===== config.mk =====
export PLATFORM = sky130hd
export DESIGN_NAME = sram_1rw1r_ctrl
export DESIGN_NICKNAME = d
export VERILOG_FILES = /design/src/rtl/sram_1rw1r_ctrl.sv
export SDC_FILE = /design/constraint.sdc
export NUM_CORES = 1
export LEC_CHECK = 0
export BUFFER_PORTS_ARGS = -buffer_cell sky130_fd_sc_hd__buf_2
export CAP_MARGIN = 10
export CORE_AREA = 2 2 148 150
export CTS_BUF_LIST = sky130_fd_sc_hd__clkbuf_4
export CTS_CLUSTER_DIAMETER = 100
export CTS_CLUSTER_SIZE = 16
export DETAILED_ROUTE_END_ITERATION = 10
export DIE_AREA = 0 0 150 152
export GPL_TIMING_DRIVEN = 0
export SKIP_CTS_REPAIR_TIMING = 1
export SYNTH_ARGS = -nofsm -noshare
export SYNTH_HDL_FRONTEND = slang
export SYNTH_SLANG_ARGS = --single-unit

===== constraint.sdc =====
create_clock -name CLK -period 5.24 [get_ports CLK]
set_input_delay 0.524 -clock CLK [delete_from_list [all_inputs] [get_ports CLK]]
set_output_delay 0.524 -clock CLK [all_outputs]
set_load 0.02 [all_outputs]

===== src/rtl/sram_1rw1r_ctrl.sv =====
// rtl/sram_1rw1r_ctrl.sv - valid/ready front end for a 1rw1r SRAM macro with per-port read response FIFOs
module sram_resp_fifo #(
  parameter int DW    = 32,
  parameter int DEPTH = 3,
  parameter int CW    = $clog2(DEPTH + 1)
) (
  input  logic          clk,
  input  logic          rst_n,
  input  logic          push_i,
  input  logic [DW-1:0] push_data_i,
  input  logic          pop_ready_i,
  output logic          valid_o,
  output logic [DW-1:0] data_o,
  output logic [CW-1:0] cnt_o
);
  localparam int PW = (DEPTH > 1) ? $clog2(DEPTH) : 1;

  logic [DW-1:0] mem_q [DEPTH];
  logic [PW-1:0] wr_ptr_q, wr_ptr_d;
  logic [PW-1:0] rd_ptr_q, rd_ptr_d;
  logic [CW-1:0] cnt_q, cnt_d;
  logic          pop;

  function automatic logic [PW-1:0] ptr_inc(input logic [PW-1:0] p);
    return (p == PW'(DEPTH - 1)) ? '0 : p + PW'(1);
  endfunction

  assign valid_o = (cnt_q != '0);
  assign data_o  = mem_q[rd_ptr_q];
  assign cnt_o   = cnt_q;
  assign pop     = valid_o & pop_ready_i;

  always_comb begin
    wr_ptr_d = wr_ptr_q;
    rd_ptr_d = rd_ptr_q;
    cnt_d    = cnt_q;
    if (push_i) wr_ptr_d = ptr_inc(wr_ptr_q);
    if (pop)    rd_ptr_d = ptr_inc(rd_ptr_q);
    case ({push_i, pop})
      2'b10:   cnt_d = cnt_q + CW'(1);
      2'b01:   cnt_d = cnt_q - CW'(1);
      default: cnt_d = cnt_q;
    endcase
  end

  always_ff @(posedge clk or negedge rst_n) begin
    if (!rst_n) begin
      wr_ptr_q <= '0;
      rd_ptr_q <= '0;
      cnt_q    <= '0;
    end else begin
      wr_ptr_q <= wr_ptr_d;
      rd_ptr_q <= rd_ptr_d;
      cnt_q    <= cnt_d;
    end
  end

  // Payload storage needs no reset; cnt_q gates visibility.
  always_ff @(posedge clk) begin
    if (push_i) mem_q[wr_ptr_q] <= push_data_i;
  end
endmodule

module sram_1rw1r_ctrl #(
  parameter int DATA_WIDTH = 32,
  parameter int ADDR_WIDTH = 7,
  parameter int RESP_DEPTH = 3
) (
  input  logic                  CLK,
  input  logic                  RST_N,
  input  logic                  p0_req_valid,
  output logic                  p0_req_ready,
  input  logic                  p0_req_write,
  input  logic [ADDR_WIDTH-1:0] p0_req_addr,
  input  logic [DATA_WIDTH-1:0] p0_req_wdata,
  output logic                  p0_resp_valid,
  input  logic                  p0_resp_ready,
  output logic [DATA_WIDTH-1:0] p0_resp_rdata,
  input  logic                  p1_req_valid,
  output logic                  p1_req_ready,
  input  logic [ADDR_WIDTH-1:0] p1_req_addr,
  output logic                  p1_resp_valid,
  input  logic                  p1_resp_ready,
  output logic [DATA_WIDTH-1:0] p1_resp_rdata,
  output logic                  sram_csb0,
  output logic                  sram_web0,
  output logic [ADDR_WIDTH-1:0] sram_addr0,
  output logic [DATA_WIDTH-1:0] sram_din0,
  input  logic [DATA_WIDTH-1:0] sram_dout0,
  output logic                  sram_csb1,
  output logic [ADDR_WIDTH-1:0] sram_addr1,
  input  logic [DATA_WIDTH-1:0] sram_dout1
);
  localparam int CW = $clog2(RESP_DEPTH + 1);
  localparam logic [CW:0] OCC_MAX = (CW + 1)'(RESP_DEPTH);

  logic          rd_pend0_q, rd_pend0_d;
  logic          rd_pend1_q, rd_pend1_d;
  logic [CW-1:0] cnt0, cnt1;
  logic [CW:0]   occ0, occ1;
  logic          p0_fire, p1_fire, collide;

  // Reserve a FIFO slot for the read still in the macro pipeline.
  assign occ0 = {1'b0, cnt0} + {{CW{1'b0}}, rd_pend0_q};
  assign occ1 = {1'b0, cnt1} + {{CW{1'b0}}, rd_pend1_q};

  assign p0_req_ready = RST_N & (occ0 < OCC_MAX);
  assign p0_fire      = p0_req_valid & p0_req_ready;
  assign collide      = p0_fire & p0_req_write & p1_req_valid & (p1_req_addr == p0_req_addr);
  assign p1_req_ready = RST_N & (occ1 < OCC_MAX) & ~collide;
  assign p1_fire      = p1_req_valid & p1_req_ready;

  assign sram_csb0  = ~p0_fire;
  assign sram_web0  = ~(p0_fire & p0_req_write);
  assign sram_addr0 = p0_req_addr;
  assign sram_din0  = p0_req_wdata;
  assign sram_csb1  = ~p1_fire;
  assign sram_addr1 = p1_req_addr;

  assign rd_pend0_d = p0_fire & ~p0_req_write;
  assign rd_pend1_d = p1_fire;

  always_ff @(posedge CLK or negedge RST_N) begin
    if (!RST_N) begin
      rd_pend0_q <= 1'b0;
      rd_pend1_q <= 1'b0;
    end else begin
      rd_pend0_q <= rd_pend0_d;
      rd_pend1_q <= rd_pend1_d;
    end
  end

  sram_resp_fifo #(.DW(DATA_WIDTH), .DEPTH(RESP_DEPTH), .CW(CW)) u_resp0 (
    .clk         (CLK),
    .rst_n       (RST_N),
    .push_i      (rd_pend0_q),
    .push_data_i (sram_dout0),
    .pop_ready_i (p0_resp_ready),
    .valid_o     (p0_resp_valid),
    .data_o      (p0_resp_rdata),
    .cnt_o       (cnt0)
  );

  sram_resp_fifo #(.DW(DATA_WIDTH), .DEPTH(RESP_DEPTH), .CW(CW)) u_resp1 (
    .clk         (CLK),
    .rst_n       (RST_N),
    .push_i      (rd_pend1_q),
    .push_data_i (sram_dout1),
    .pop_ready_i (p1_resp_ready),
    .valid_o     (p1_resp_valid),
    .data_o      (p1_resp_rdata),
    .cnt_o       (cnt1)
  );
endmodule


* Word-level counts from Yosys, hierarchy flattened
Memories as Yosys holds them, arrays and structs flattened.
Cells that the tools add are included.
** Storage, ports and cells
- Input bits :: 117
- Logic and storage cells :: 61
- Memories :: 2
- Output and inout bits :: 117
- Bits in writable memories :: 192
- Flip-flop bits (word level) :: 14
** Operators by class
- Multiplexer cells :: 10
- Reduce and logical (&&, ||, !) cells :: 4
- Equal/unequal tests :: 9
- $lt $le $gt $ge :: 2
- Add/subtract/negate cells :: 10
- Bitwise logic cells :: 16
** Memories
- u_resp0.mem_q :: depth 3, bits a word 32, rd ports 1, clocked after Yosys merged registers in 0, wr ports 1, RTL line 18 : logic [DW-1:0] mem_q [DEPTH];
- u_resp1.mem_q :: depth 3, bits a word 32, rd ports 1, clocked after Yosys merged registers in 0, wr ports 1, RTL line 18
** Operators by type and width (number)
- $add A2 B1 Y2 const B :: 6
- $eq A2 B2 Y1 const B :: 6
- $and A1 B1 Y1 :: 11
- $mux W2 :: 4
- $pmux W2 S2 :: 2
- $reduce_bool A2 Y1 :: 4
- $eq A7 B7 Y1 :: 1
- $add A2 B1 Y3 :: 2
- $lt A3 B2 Y1 const B :: 2
- $not A1 Y1 :: 5
- $eq A2 B1 Y1 const B :: 2
- $mux W1 :: 4
- $sub A2 B1 Y2 const B :: 2

* Longest topological paths before layout
Gate-level depths: netlist of the first run.
- Depth in word-level cells :: 11
- Depth in mapped cells :: 7
- Gate-level depth less buffers :: 7

* Cells and area by module
From an unflattened synthesis of the first run, not the netlist that was laid out.
** Second synthesis, totals
- Cells, all modules :: 532
- Area, all modules :: 8344.3 sq um
** Modules (own cells, without submodules)
- sram_resp_fifo :: cells an instance 229, times used 2, area an instance 3871.2 sq um, sequential area each 3032.9 sq um
- sram_1rw1r_ctrl :: cells an instance 74, times used 1, area an instance 601.8 sq um, sequential area each 50.0 sq um

* Worst setup path after synthesis of the first run
OpenSTA, ideal clock, no wires.
- Path kind :: register to register
- Start point :: register rd_pend0_q
- End point :: memory u_resp0.mem_q[2][0] (enable)
- Data required time :: 4.772 ns
- Arrival time :: 2.826 ns
- Clock period less this slack :: 3.293 ns
- Stages on the path, launching flop included :: 3
- Setup time :: 0.468 ns
- Setup slack :: 1.947 ns
- Cells stage by stage :: dfrtp_1 -> inv_1 -> nor3b_1
** On the way
- Cells in the longest elaborated chain, start to end :: 2
** Ends and longest elaborated chain
- start: declaration :: RTL line 97 : logic rd_pend0_q, rd_pend0_d;
- start signal: assignment :: RTL line 128 : rd_pend0_q <= rd_pend0_d;
- $mux W1 :: RTL line 60 : if (push_i) mem_q[wr_ptr_q] <= push_data_i;
- $mux W1 (not written as such) :: RTL line 60
- end: declaration :: RTL line 18
No other way between the ends.

* Final worst setup path of the first run
- Start point :: register u_resp1.cnt_q[0], in the netlist u_resp1.cnt_o[0]
- End point :: output sram_csb1
** On the way
- Cells in the longest elaborated chain, start to end :: 6
** Ends and longest elaborated chain
- start: declaration :: RTL line 21 : logic [CW-1:0] cnt_q, cnt_d;
- start signal: assignment :: RTL line 54 : cnt_q <= cnt_d;
- $add A2 B1 Y3 :: RTL line 105 : assign occ1 = {1'b0, cnt1} + {{CW{1'b0}}, rd_pend1_q};
- $lt A3 B2 Y1 :: RTL line 110 : assign p1_req_ready = RST_N & (occ1 < OCC_MAX) & ~collide;
- $and A1 B1 Y1 (2 in a row) :: RTL line 110
- $and A1 B1 Y1 :: RTL line 111 : assign p1_fire = p1_req_valid & p1_req_ready;
- $not A1 Y1 :: RTL line 117 : assign sram_csb1 = ~p1_fire;
- end: declaration :: RTL line 90 : output logic sram_csb1,
No other way between the ends.

==> results.sh, run 1 <==
export IMPL_seq_area_frac_synth=0.737
export IMPL_drive_above_1_share=0.410
export IMPL_worst_r2r_startpoint="u_resp1.wr_ptr_q[1]$_DFFE_PN0P_"
export IMPL_synthAdderAreaFrac=0.00905
export IMPL_whs_path_depth=2
export IMPL_grt_pass1_wl_um=26400
export IMPL_synth_xor_area_share=0.0137
export IMPL_vdd_drop_max_mv=0.261
export IMPL_grt_start_max_net_pins=28
export IMPL_clock_path_buffers=3
export IMPL_htreeDepth=1
export IMPL_syn_nets=655
export IMPL_crit_path_end_kind="output port"
export IMPL_layout_setup_ws_ns=2.38
export IMPL_postRouteWirelength_um=17000
export IMPL_drv_cap=0
export IMPL_max_slew_margin_rel=0.413
export IMPL_yosys_top_cells_area="edfxtp_1 (69%), mux2i_1 (7.7%), buf_4 (4.3%), dfrtp_1 (4.2%), nand2_1 (3.3%)"
export IMPL_core_area_um2=21400
export IMPL_timing_final_crit_period_ns=2.86
export IMPL_dp_hpwl_um=12500
export IMPL_cp_arrival_ns=2.34
export IMPL_required_ns=4.72
export IMPL_die_h_um=152
export IMPL_gp_congestion=0.757
export IMPL_numCtsBuffers=16
export IMPL_finalClockSkew_ns=0.0461
export IMPL_clock_latency_ns=0.61
export IMPL_antenna_found_initial=4
export IMPL_cts_tree="done"
export IMPL_syn_area_um2=8300
export IMPL_p_per_area_nw_per_um2=446
export IMPL_synth_top_family_by_area="multiplexers"
export IMPL_worstHoldEndpoint="rd_pend0_q$_DFF_PN0_"
export IMPL_status="finished, final reports clean"
export IMPL_ys_types=32
export IMPL_grt_pass1_vias=5109
export IMPL_syn_inst=532
export IMPL_grt_usage=0.145
export IMPL_cts_sinks=206
export IMPL_drt_first_pass_iters=4
export IMPL_chipWidth_um=150
export IMPL_post_route_period_util=0.546
export IMPL_synth_simple_area_share=0.0534
export IMPL_timing_rr_end="u_resp1.mem_q[0][22]$_DFFE_PP_"
export IMPL_setup_viol=0
export IMPL_tns_ns=0
export IMPL_wl_per_cell_um=16.1
export IMPL_drv_slew=0
export IMPL_drc=0
export IMPL_drt_vias_per_instance=4.69
export IMPL_crit_path_start_kind="register"
export IMPL_dieArea_um2=22800
export IMPL_synth_seq_cells=206
export IMPL_portBuffers=201
export IMPL_rsz0062_at_grt="false"
export IMPL_power_leakage_nw=3.99
export IMPL_overflow=0
export IMPL_synth_avg_cell_area_um2=15.6
export IMPL_worstMarginPinSlew_ns=0.876
export IMPL_clk_pin_slew_ns=0.15
export IMPL_postRouteAntennaNets=0
export IMPL_synth_compound_area_frac=0.0457
export IMPL_start_util=0.389
export IMPL_ff2ff_path_depth=3
export IMPL_fmax_ghz=0.349
export IMPL_syn_to_final_growth_pct=21.7
export IMPL_hold_path_class="input pin to register"
export IMPL_total_power_w=0.00450
export IMPL_hold_violations=0
export IMPL_row_count=54
export IMPL_yosysWarnings=0
export IMPL_dr_first_iter_drc_count=226
export IMPL_hold_start="p0_req_write"
export IMPL_muxShareOfSynthArea=0.0786
export IMPL_synth_top_area_cell="edfxtp_1"
export IMPL_whs_ns=0.0854
export IMPL_fin_nets=889
export IMPL_worstSetupPathType="register to output port"
export IMPL_cp_max_fo=5
export IMPL_cts_root_buf="clkbuf_4"
export IMPL_synth_top_cell_area_share=0.695
export IMPL_io_pins=234
export IMPL_r2r_setup_slack_ns=3.28
export IMPL_place_worst_setup_slack_ns=2.96
export IMPL_dr_total_vias=4961
[cell usage in the layout, fill, tap and decap left out, types with 5 or more instances in the layout]
| master | synthesis | final |
|---|---|---|
| clkbuf_1 | 7 | 7 |
| edfxtp_1 | 192 | 192 |
| dfrtp_1 | 14 | 14 |
| o21ai_1 | 21 | 21 |
| buf_6 | 6 | 17 |
| buf_4 | 48 | 48 |
| inv_1 | 5 | 5 |
| a21o_1 | 5 | 5 |
| xnor2_1 | 11 | 11 |
| clkbuf_4 | 0 | 27 |
| o21ai_0 | 44 | 44 |
| buf_2 | 6 | 207 |
| nor2_1 | 7 | 5 |
| nand2_1 | 74 | 74 |
| ha_1 | 6 | 6 |
| mux2i_1 | 64 | 64 |
[how the worst max path moves through the flow]
stage	start	endpoint	slack (ns)	cells past startpoint
after global routing	u_resp0.cnt_o[0]$_DFFE_PN0P_	sram_csb1	2.22	7
after global placement	rd_pend1_q$_DFF_PN0_	u_resp1.mem_q[2][27]$_DFFE_PP_	0.22	2
final	u_resp1.cnt_o[0]$_DFFE_PN0P_	sram_csb1	2.38	6
after detailed placement	RST_N	sram_csb1	2.96	6
after CTS	u_resp1.cnt_o[0]$_DFFE_PN0P_	sram_csb1	2.31	6
after floorplan	rd_pend0_q$_DFF_PN0_	u_resp0.mem_q[2][0]$_DFFE_PP_	1.95	2
[final cells by class]
| type | count | area (um^2) |
|---|---|---|
| clock buffer | 27 | 203 |
| tap | 280 | 350 |
| inverter | 5 | 18.8 |
| fill | 1918 | 11300 |
| sequential | 206 | 6120 |
| buffer | 68 | 499 |
| timing repair buffer | 216 | 1200 |
| multi-input combinational | 253 | 1700 |
| clock inverter | 1 | 3.75 |
| antenna | 2 | 5.00 |
[report_power, final]
group          internal [W]  leakage [nW]  switching (W)
Clock              0.000232         0.126       0.000459
Sequential          0.00198          1.91      0.0000776
Combinational      0.000648          1.95        0.00110
[metal layers]
metal	routed length, um	vias up	share of wire	global-route usage
met5	32	-	0.0019	0
met4	345	4	0.020	0.0314
met3	1520	24	0.089	0.0474
met2	8770	164	0.52	0.269
met1	6350	2395	0.37	0.162
li1	-	2374	-	-
[Yosys cell counts]
cell and n:
a211oi_1 1, a21o_1 5, and2_2 1, buf_2 6, buf_4 48, buf_6 6, buf_8 1, clkbuf_1 7
dfrtp_1 14, edfxtp_1 192, ha_1 6, inv_1 5, mux2_2 1, mux2i_1 64, nand2_1 74, nand2_2 1
nand4_1 1, nand4_2 1, nand4_4 1, nor2_1 7, nor2b_1 1, nor2b_4 1, nor3_1 3, nor3_4 1
nor3b_1 2, o21ai_0 44, o21ai_1 21, o21ai_2 1, or2_1 2, or2_2 1, xnor2_1 11, xor2_1 2
[critical path: stages (launching register included)]
cell and delay, ns:
dfrtp_1 0.48, ha_1 0.21, ha_1 0.27, a211oi_1 0.29, nand2_1 0.10, or2_1 0.21, buf_2 0.16
[kinds of logic after synthesis]
| kind of cell | after synthesis |
|---|---|
| AO/OA/AOI/OAI | 72 |
| XOR/XNOR | 13 |
| adder cells (fa/ha/maj) | 6 |
| buffers and inverters | 73 |
| flip-flops | 206 |
| multiplexers | 65 |
| AND/OR/NAND/NOR | 97 |
[flip-flops by register name, summed over array words and instances, names as in the netlist]
| register | flops |
|---|---|
| u_resp1.cnt_o | 2 |
| u_resp0.wr_ptr_q | 2 |
| u_resp0.mem_q | 96 |
| u_resp0.cnt_o | 2 |
| rd_pend0_q | 1 |
| u_resp1.mem_q | 96 |
| u_resp0.rd_ptr_q | 2 |
| rd_pend1_q | 1 |
| u_resp1.rd_ptr_q | 2 |
| u_resp1.wr_ptr_q | 2 |
[per-stage QoR]
stage                      util  cells  cell area (um^2)
after floorplan               -    532              8300
after global placement    0.452   1013              9650
after detailed placement  0.462   1027              9870
after CTS                 0.472   1055             10100
after global routing      0.473   1057             10100
final                     0.473   1058             10100
No activity file was read; power rests on OpenSTA's default activity.
==> inputs of run 2 (changes only) <==
==> constraint.sdc (replaced) <==
create_clock -name CLK -period 2.77 [get_ports CLK]
set_input_delay 0.277 -clock CLK [delete_from_list [all_inputs] [get_ports CLK]]
set_output_delay 0.277 -clock CLK [all_outputs]
set_load 0.02 [all_outputs]
==> results.sh, run 2 (synthesized netlist as in run 1, its figures left out) <==
export IMPL_status="finished, final reports clean"
export IMPL_p_switching_w=0.00311
export IMPL_p_sw_frac=0.362
export IMPL_portBuffers=201
export IMPL_path_cells="ha_1, ha_1, nand2_1, nand4_4, nor3_4, or2_1, buf_2"
export IMPL_die_h_um=152
export IMPL_worst_r2r_startpoint="u_resp0.cnt_o[0]$_DFFE_PN0P_"
export IMPL_io_pins=234
export IMPL_place_worst_setup_slack_ns=0.809
export IMPL_start_util=0.389
export IMPL_rsz0062_at_grt="false"
export IMPL_cts_sinks=206
export IMPL_worst_path_max_delay_cell="dfrtp_1"
export IMPL_layout_setup_ws_ns=0.204
export IMPL_power_leakage_nw=4.27
export IMPL_finalClockSkew_ns=0.0522
export IMPL_grt_pass1_vias=4841
export IMPL_worstSetupPathType="register to output port"
export IMPL_critPathMaxStageDelay_ns=0.45
export IMPL_post_route_cell_area_um2=10800
export IMPL_dp_hpwl_um=12100
export IMPL_reg_top3="u_resp0.mem_q: 96 flops, u_resp1.mem_q: 96 flops"
export IMPL_required_ns=2.49
export IMPL_cts_root_buf="clkbuf_4"
export IMPL_ff2ff_path_depth=7
export IMPL_hold_path_class="input pin to register"
export IMPL_post_route_period_util=0.926
export IMPL_p_int_w=0.00549
export IMPL_post_route_util=0.505
export IMPL_grt_usage=0.141
export IMPL_core_area_um2=21400
export IMPL_vdd_drop_max_mv=0.509
export IMPL_critPathBufInv=1
export IMPL_syn_to_final_growth_pct=30.1
export IMPL_antenna_found_initial=0
export IMPL_combPwrFrac=0.395
export IMPL_postRouteWirelength_um=17000
export IMPL_crit_start="u_resp0.cnt_o[0]$_DFFE_PN0P_"
export IMPL_htreeDepth=1
export IMPL_grt_pass1_wl_um=25600
export IMPL_cp_arrival_ns=2.29
export IMPL_dieArea_um2=22800
export IMPL_grt_start_max_net_pins=26
export IMPL_placed_cell_area_um2=9880
export IMPL_max_slew_margin_rel=0.357
export IMPL_drt_first_pass_iters=4
export IMPL_crit_path_end_kind="output port"
export IMPL_p_per_area_nw_per_um2=797
export IMPL_num_antenna_cells=0
export IMPL_cp_endpoint="sram_csb1"
export IMPL_clock_path_buffers=3
export IMPL_row_count=54
export IMPL_pwr_share_clk=0.150
export IMPL_wl_per_cell_um=15.2
export IMPL_cts_tree="done"
export IMPL_worstMarginPinSlew_ns=0.964
export IMPL_timing_final_crit_period_ns=2.57
export IMPL_gp_congestion=0.780
export IMPL_cp_num_cells=7
export IMPL_cp_common_cell="ha_1"
export IMPL_drv_slew=0
export IMPL_dr_total_vias=5130
export IMPL_overflow=0
export IMPL_timing_rr_end="rd_pend0_q$_DFF_PN0_"
export IMPL_layout_common_cells="buf_2 (207), edfxtp_1 (192), nand2_1 (74), dlygate4sd3_1 (70), mux2i_1 (64)"
export IMPL_final_common_cell="buf_2"
export IMPL_drv_cap=0
export IMPL_dr_first_iter_drc_count=298
export IMPL_clk_pin_slew_ns=0.15
export IMPL_drive_above_1_share=0.373
export IMPL_drt_vias_per_instance=4.58
export IMPL_r2r_setup_slack_ns=0.75
export IMPL_clock_latency_ns=0.61
export IMPL_fin_nets=953
export IMPL_chipWidth_um=150
export IMPL_cp_max_fo=4
export IMPL_drc=0
export IMPL_crit_path_start_kind="register"
export IMPL_hold_violations=0
export IMPL_fmax_ghz=0.390
export IMPL_power_frac_seq=0.455
export IMPL_cpLargestDelayFamily="simple AND/OR/NAND/NOR gates"
export IMPL_postRouteAntennaNets=0
export IMPL_setup_viol=0
export IMPL_numCtsBuffers=16
==> run 2: cell count changes in the layout (fill, tap and decap cells not counted), sizes merged <==
cell,before,now
dlygate4sd3,1,70
buf,276,271
diode,2,0
==> run 2: cell type report <==
type / count / area (um^2)
repair buffers: 280 / 1880
inverters: 5 / 18.8
clock inverters: 1 / 3.75
multi-input cells: 253 / 1720
fillers: 1822 / 10600
flip-flops and latches: 206 / 6120
well taps: 280 / 350
plain buffers: 68 / 499
clock buffers: 27 / 203
==> run 2: per-stage QoR <==
stage	instances	hold slack [ns]	total power, W	setup TNS [ns]
finish	1120	0.0845	0.00860	0
global route	1120	0.0680	0.00910	0
CTS	1050	-0.484	0.00865	0
detailed placement	1022	0.220	0.00736	0
global placement	1013	0.213	0.00721	-63.70
floorplan	532	-0.0186	0.00615	0
==> run 2: worst min-delay path by stage <==
stage / cells past startpoint / from / to
2_1_floorplan: 0 / RST_N / rd_pend0_q$_DFF_PN0_
3_3_place_gp: 1 / RST_N / u_resp1.cnt_o[1]$_DFFE_PN0P_
3_5_place_dp: 1 / RST_N / u_resp1.cnt_o[1]$_DFFE_PN0P_
4_1_cts: 1 / RST_N / u_resp0.rd_ptr_q[1]$_DFFE_PN0P_
5_1_grt: 4 / p0_req_valid / rd_pend1_q$_DFF_PN0_
6_report: 4 / p0_req_valid / rd_pend1_q$_DFF_PN0_
==> run 2: power by group through the flow <==
stage | Sequential, W | Combinational (W) | Clock, W
2_1_floorplan | 0.00394 | 0.00221 | 0
3_3_place_gp | 0.00397 | 0.00324 | 0
3_5_place_dp | 0.00399 | 0.00337 | 0
4_1_cts | 0.00391 | 0.00338 | 0.00136
5_1_grt | 0.00395 | 0.00370 | 0.00145
6_report | 0.00391 | 0.00339 | 0.00129
==> run 2: metal layers <==
metal,vias to the layer above,part of all wire,global-route usage
li1,2496,-,-
met5,-,0,0
met2,176,0.51,0.250
met3,21,0.084,0.0429
met1,2437,0.39,0.170
met4,0,0.017,0.0288
==> run 2: worst reg2reg max path, cell delays in order, from the launching register on <==
cell	delay, ns
dfrtp_1	0.45
ha_1	0.22
ha_1	0.28
nand2_1	0.09
and2_2	0.22
nand2_1	0.09
nor2_1	0.04
dlygate4sd3_1	0.54
